### src/rtl/weyl_stream_if.sv
// Quota-in / bitstream-out handshake bundle for weyl_stream_gen.
// A transfer happens on a channel exactly when valid and ready are both high at a rising clock edge.
// Once valid is raised, the payload is held stable until that transfer occurs.
interface weyl_stream_if #(
  parameter int LANES = 4,
  parameter int QW    = 7
);
  logic                  in_valid;
  logic                  in_ready;
  logic [LANES*QW-1:0]   in_quota;
  logic                  out_valid;
  logic                  out_ready;
  logic [LANES-1:0]      out_bits;
  logic                  out_last;

  modport master (
    output in_valid, in_quota, out_ready,
    input  in_ready, out_valid, out_bits, out_last
  );

  modport slave (
    input  in_valid, in_quota, out_ready,
    output in_ready, out_valid, out_bits, out_last
  );
endinterface

### src/rtl/weyl_stream_gen.sv
// Multi-lane serial Weyl-permuted thermometer bitstream generator with output backpressure.
// Optional WEYL_SEED_ROTATE_EN advances the frame phase by one table position per frame.
module weyl_stream_gen #(
  parameter int BITSTREAM = 64,
  parameter int LANES     = 4,
  parameter int BASE      = 61,
  parameter int STRIDE    = 17
) (
  input  logic           clk,
  input  logic           rst,
  weyl_stream_if.slave   strm,
  output logic           busy
);

  function automatic int inv_mod(input int s, input int n);
    int r;
    r = 0;
    for (int x = 1; x < n; x++) begin
      if ((r == 0) && (((s * x) % n) == 1)) r = x;
    end
    return r;
  endfunction

  localparam int TW   = $clog2(BITSTREAM);
  localparam int QW   = TW + 1;
  localparam int SINV = inv_mod(STRIDE % BITSTREAM, BITSTREAM);
  localparam int J0   = (BITSTREAM - ((BASE * SINV) % BITSTREAM)) % BITSTREAM;

  localparam logic [TW-1:0] SINV_W = TW'(SINV);
  localparam logic [TW-1:0] J0_W   = TW'(J0);
  localparam logic [TW-1:0] T_LAST = TW'(BITSTREAM - 1);
  localparam logic [QW-1:0] N_Q    = QW'(BITSTREAM);

  if ((STRIDE % 2) == 0) begin : g_bad_stride
    $error("weyl_stream_gen: STRIDE must be odd");
  end
  if ((BITSTREAM < 4) || ((1 << TW) != BITSTREAM)) begin : g_bad_len
    $error("weyl_stream_gen: BITSTREAM must be a power of two >= 4");
  end

  typedef enum logic {IDLE = 1'b0, RUN = 1'b1} state_t;

  state_t          state;
  logic [TW-1:0]   t;
  logic [TW-1:0]   j;
  logic [QW-1:0]   quota [LANES];
  logic [QW-1:0]   sat_q [LANES];
  logic [TW-1:0]   start_j;
  logic            last;
  logic            beat;
  logic            accept;
  logic            ready_int;
  logic [LANES-1:0] bits;

`ifdef WEYL_SEED_ROTATE_EN
  // Holds -(BASE + r)*SINV mod N for the next frame, so r itself needs no register.
  logic [TW-1:0]   j0_reg;
  assign start_j = j0_reg;
`else
  assign start_j = J0_W;
`endif

  assign busy      = (state == RUN);
  assign last      = busy && (t == T_LAST);
  assign beat      = busy && strm.out_ready;
  assign ready_int = !busy || (last && strm.out_ready);
  assign accept    = strm.in_valid && ready_int;

  assign strm.in_ready  = ready_int;
  assign strm.out_valid = busy;
  assign strm.out_last  = last;
  assign strm.out_bits  = bits;

  always_comb begin
    for (int k = 0; k < LANES; k++) begin
      sat_q[k] = (strm.in_quota[k*QW +: QW] > N_Q) ? N_Q : strm.in_quota[k*QW +: QW];
    end
  end

  // Slot t carries table position t, whose Weyl index is j; the lane bit is the thermometer test.
  always_comb begin
    for (int k = 0; k < LANES; k++) begin
      bits[k] = busy && ({1'b0, j} < quota[k]);
    end
  end

  always_ff @(posedge clk or posedge rst) begin
    if (rst) begin
      state <= IDLE;
      t     <= '0;
      j     <= '0;
      for (int k = 0; k < LANES; k++) quota[k] <= '0;
`ifdef WEYL_SEED_ROTATE_EN
      j0_reg <= J0_W;
`endif
    end else begin
      if (accept) begin
        state <= RUN;
        t     <= '0;
        j     <= start_j;
        for (int k = 0; k < LANES; k++) quota[k] <= sat_q[k];
`ifdef WEYL_SEED_ROTATE_EN
        j0_reg <= j0_reg - SINV_W;
`endif
      end else if (beat) begin
        if (last) state <= IDLE;
        t <= t + 1'b1;
        j <= j + SINV_W;
      end
    end
  end

endmodule
### src/flat_wrapper.sv
// flat-port wrapper written by rule: the top's interface ports become plain ports
module weyl_stream_gen_flat 
#(
  parameter int BITSTREAM = 64,
  parameter int LANES     = 4,
  parameter int BASE      = 61,
  parameter int STRIDE    = 17
)
  (clk, rst, busy, strm_in_valid, strm_in_quota, strm_out_ready, strm_in_ready, strm_out_valid, strm_out_bits, strm_out_last);
  weyl_stream_if #(.LANES(LANES)) strm_i ();
  input  logic clk;
  input  logic rst;
  output logic busy;
  input wire logic [$bits(strm_i.in_valid)-1:0] strm_in_valid;
  input wire logic [$bits(strm_i.in_quota)-1:0] strm_in_quota;
  input wire logic [$bits(strm_i.out_ready)-1:0] strm_out_ready;
  output wire logic [$bits(strm_i.in_ready)-1:0] strm_in_ready;
  output wire logic [$bits(strm_i.out_valid)-1:0] strm_out_valid;
  output wire logic [$bits(strm_i.out_bits)-1:0] strm_out_bits;
  output wire logic [$bits(strm_i.out_last)-1:0] strm_out_last;
  assign strm_i.in_valid = strm_in_valid;
  assign strm_i.in_quota = strm_in_quota;
  assign strm_i.out_ready = strm_out_ready;
  assign strm_in_ready = strm_i.in_ready;
  assign strm_out_valid = strm_i.out_valid;
  assign strm_out_bits = strm_i.out_bits;
  assign strm_out_last = strm_i.out_last;
  weyl_stream_gen #(.BITSTREAM(BITSTREAM), .LANES(LANES), .BASE(BASE), .STRIDE(STRIDE)) u_core (.clk(clk), .rst(rst), .strm(strm_i), .busy(busy));
endmodule
### config.mk
export PLATFORM = sky130hd
export DESIGN_NAME = weyl_stream_gen_flat
export DESIGN_NICKNAME = d
export VERILOG_FILES = /design/src/rtl/weyl_stream_if.sv /design/src/rtl/weyl_stream_gen.sv /design/src/flat_wrapper.sv
export SDC_FILE = /design/constraint.sdc
export NUM_CORES = 1
export LEC_CHECK = 0
export CORE_MARGIN = 5
export CORE_UTILIZATION = 58
export DETAILED_ROUTE_END_ITERATION = 10
export GPL_TIMING_DRIVEN = 0
export PLACE_DENSITY = 0.88
export SETUP_SLACK_MARGIN = 0.5
export SYNTH_ARGS = -nofsm -noshare
export SYNTH_HDL_FRONTEND = slang
export SYNTH_SLANG_ARGS = --single-unit
### constraint.sdc
create_clock -name clk -period 4.3 [get_ports clk]
set_clock_uncertainty 0.2 [all_clocks]
set_input_delay 0.86 -clock clk [delete_from_list [all_inputs] [get_ports clk]]
set_output_delay 0.86 -clock clk [all_outputs]
set_load 0.005 [all_outputs]
==> results.cfg <==
[floorplan]
die_width_um = 75.42
core_area_mm2 = 0.004086
num_rows = 23
dieHeight_um = 75.42
die_area_mm2 = 0.005688
io-pin-count = 40
initial_core_util_pct = 60.75

[run_status]
status = finished, final reports clean

[timing]
hold_viol = 0
finalWorstPathRequiredPeriod_ns = 3.683
clock.fmax_mhz = 271.5
max_slew.worst_pin.slew_ns = 0.8351
drv_slew = 0
fin_tns_setup_ns = 0
rsz0062_at_grt = false
report.final.setup_viol = 0
post-route-period-util_pct = 85.65
timing.slew.headroom_pct = 44.25

[synth]
number_of_flops_mapped_to_enable_cells_by_yosys = 0
synth.ff_latch_count = 41
syn_area_per_cell_um2 = 8.866
total_standard_cell_area_after_synthesis_mm2 = 0.002482
synth_area_leaders = sky130_fd_sc_hd__dfrtp_1 (41%), sky130_fd_sc_hd__ha_1 (11%), sky130_fd_sc_hd__o21ai_0 (6.9%)
synth.largest_area_cell = sky130_fd_sc_hd__dfrtp_1
syn_nets = 334
ys_dominant_reg_cell = sky130_fd_sc_hd__dfrtp_1
post-synth-top-count-cell = sky130_fd_sc_hd__dfrtp_1
ys_warn_count = 0
synth_top_cells_by_count = sky130_fd_sc_hd__dfrtp_1 (41), sky130_fd_sc_hd__nand2_1 (39), sky130_fd_sc_hd__o21ai_0 (34)
synth.distinct_cells = 36
yosys.area.top_type_share_pct = 41.33
synthArstFlopShare_pct = 100.0
synthesis.instances = 280
yosysSeqAreaShare_pct = 41.33

[worst_setup_path]
critical_path.slowest_cell = sky130_fd_sc_hd__clkdlybuf4s50_1
worstSetupPathType = in2out
worst-endpoint-arrival_ns = 2.62
r2r_slack_ns = 2.14
critical_path.cell_chain = clkdlybuf4s50_1 -> clkbuf_2 -> buf_2 -> nand3_1 -> nand2_1 -> clkdlybuf4s50_1
crit-reg2reg-launch = u_core.t[0]
reg2reg_depth = 6
crit_top_cell = sky130_fd_sc_hd__clkdlybuf4s50_1
path_delay_family = buffers and inverters
critical_path.max_stage_delay_ns = 0.55
critical_path_cell_count = 6
setup_crit_end_kind = primary output
critical_path.max_fanout = 10
critPathBufInv = 4
setup.worst_path.start_class = input pin
crit_required_ns = 3.24
reg2reg_to = u_core.quota[27]

[global_routing]
grt_antenna_before_repair = 0
global_route.usage.total_pct = 21.82
first_global_vias = 2182
grt_max_degree = 42
grt_pass1_wl_um = 9342
grt_remaining_overflow = 0

[power_and_ir_drop]
post-layout-total-power_mw = 1.319
powerDensity_mw_per_mm2 = 436.5
vdd_drop_max_mv = 0.2693
static-leakage-power_nw = 1.362

[detailed_routing]
antenna_left = 0
detail_route.iter0.violations = 158
drt-pass1-iter-count = 4
routed_wirelength_um = 5416
dr_vias = 2084
wl_per_cell_um = 14.40
drt_drc_violations_left = 0
vias_per_cell = 5.543

[place]
dp_hpwl_um = 3912
placed_cell_count = 369
count_of_input_and_output_buffers = 39
finalWeightedCongestion = 0.7788

[min_path]
holdCritStartpoint = u_core.quota[0]
hold_ep = u_core.quota[0]
hold_path_class = reg2reg
worstHoldPathCells = 2

[clocking]
post-cts-setup-buffer-count = 0
cts_root_buf = sky130_fd_sc_hd__clkbuf_8
htree_num_levels = 2
cts.reportedPaths.clkPinSlew_ns = 0.07
cts_tree = yes
cts_made_buffers = 5
clock_sink_total = 41
clock_latency_ns = 0.30
ctsLongestPathBuffers = 2

[final_layout]
final_net_count = 380
insertedDiodeCount = 0
layoutNonFillerInstCount = 376
layout-drive-gt1-share_pct = 7.362
area_growth_pct = 21.77
multiInputGateArea_mm2 = 0.001291
ff_latch_area_mm2 = 0.001026
filler_cell_count = 312

[run]
maxCapViolCount = 0
[placed cells by master, fill, tap and decap left out, types with 2 or more instances in the layout]
| master | count |
|---|---|
| sky130_fd_sc_hd__nor2_1 | 9 |
| sky130_fd_sc_hd__inv_1 | 22 |
| sky130_fd_sc_hd__mux2_2 | 4 |
| sky130_fd_sc_hd__clkbuf_8 | 6 |
| sky130_fd_sc_hd__nand4_1 | 2 |
| sky130_fd_sc_hd__nand2_1 | 39 |
| sky130_fd_sc_hd__buf_4 | 5 |
| sky130_fd_sc_hd__nor3b_1 | 2 |
| sky130_fd_sc_hd__a21o_1 | 5 |
| sky130_fd_sc_hd__buf_2 | 2 |
| sky130_fd_sc_hd__a31oi_1 | 3 |
| sky130_fd_sc_hd__dfrtp_1 | 41 |
| sky130_fd_sc_hd__ha_1 | 22 |
| sky130_fd_sc_hd__a21oi_1 | 20 |
| sky130_fd_sc_hd__and3_1 | 4 |
| sky130_fd_sc_hd__o21ai_1 | 2 |
| sky130_fd_sc_hd__nand3_1 | 9 |
| sky130_fd_sc_hd__clkbuf_1 | 3 |
| sky130_fd_sc_hd__and2_1 | 2 |
| sky130_fd_sc_hd__xnor2_1 | 3 |
| sky130_fd_sc_hd__o21ai_0 | 34 |
| sky130_fd_sc_hd__nor2b_1 | 4 |
| sky130_fd_sc_hd__nand2b_1 | 27 |
| sky130_fd_sc_hd__clkbuf_2 | 2 |
| sky130_fd_sc_hd__clkdlybuf4s50_1 | 39 |
| sky130_fd_sc_hd__a211oi_1 | 2 |
[final cells by class]
| class | instances | area share, % |
|---|---|---|
| Clock buffer | 7 | 2.856 |
| Buffer | 13 | 2.649 |
| Sequential cell | 41 | 33.94 |
| Multi-Input combinational cell | 203 | 42.72 |
| Inverter | 23 | 2.856 |
| Timing Repair Buffer | 39 | 12.91 |
| Tap cell | 50 | 2.070 |
[cells by family (layout without fill, tap and decap cells)]
logic type	Yosys count	in the layout	share of synthesized area [%]
flops	41	41	41.33
mux	6	6	2.822
compound gates	71	71	16.53
simple gates	101	101	20.51
fa+ha+maj	22	22	11.09
buf+inv	36	82	6.653
xor+xnor	3	3	1.059
[timing repair]
item                                    CTS  global route
resized for setup                         1             0
endpoints found under the setup margin    1             0
hold buffers                              0             0
endpoints found under the hold margin     0             0
[worst max-delay path by stage]
| stage | slack (ns) | from | to |
|---|---|---|---|
| after floorplan | 1.78 | strm_out_ready | strm_in_ready |
| after global placement | 0.53 | strm_out_ready | strm_in_ready |
| after detailed placement | 0.53 | strm_out_ready | strm_in_ready |
| after CTS | 0.65 | strm_out_ready | strm_in_ready |
| after global routing | 0.52 | strm_out_ready | strm_in_ready |
| final | 0.62 | strm_out_ready | strm_in_ready |
[tightest hold or removal path, cell delays in order (launching register included)]
cell                      delay (ns)
sky130_fd_sc_hd__dfrtp_1        0.34
sky130_fd_sc_hd__nand2_1        0.05
sky130_fd_sc_hd__o21ai_0        0.06
[report_power, final]
group,total (mW),internal [mW],switching (mW),leakage [nW]
sequential,0.565,0.455,0.110,0.519
clock,0.256,0.127,0.128,0.0443
combinational,0.498,0.273,0.225,0.798
total,1.32,0.856,0.464,1.36
[layer usage]
layer	share of wire, %	GRT usage (%)	wire length [um]
met1	41	26.03	2224
met2	51	37.87	2766
met3	6.3	5.145	342
met5	0	0	0
met4	1.5	8.738	82
[sequential cells by signal, summed over array words and instances, names as in the netlist]
register	cells
u_core.t	6
u_core.j	6
u_core.quota	28
u_core.busy	1
[per-stage QoR]
stage / util, % / hold WS [ns] / area [um2] / setup slack, ns
global placement: 71.83 / 0.2546 / 2935 / 0.5266
detailed placement: 71.83 / 0.2619 / 2935 / 0.5256
floorplan: - / 0.2422 / 2482 / 1.781
CTS: 73.97 / 0.2785 / 3023 / 0.6469
finish: 73.97 / 0.2742 / 3023 / 0.6170
global route: 73.97 / 0.3143 / 3023 / 0.5155
Note: power is estimated with default switching activity, not from simulation.
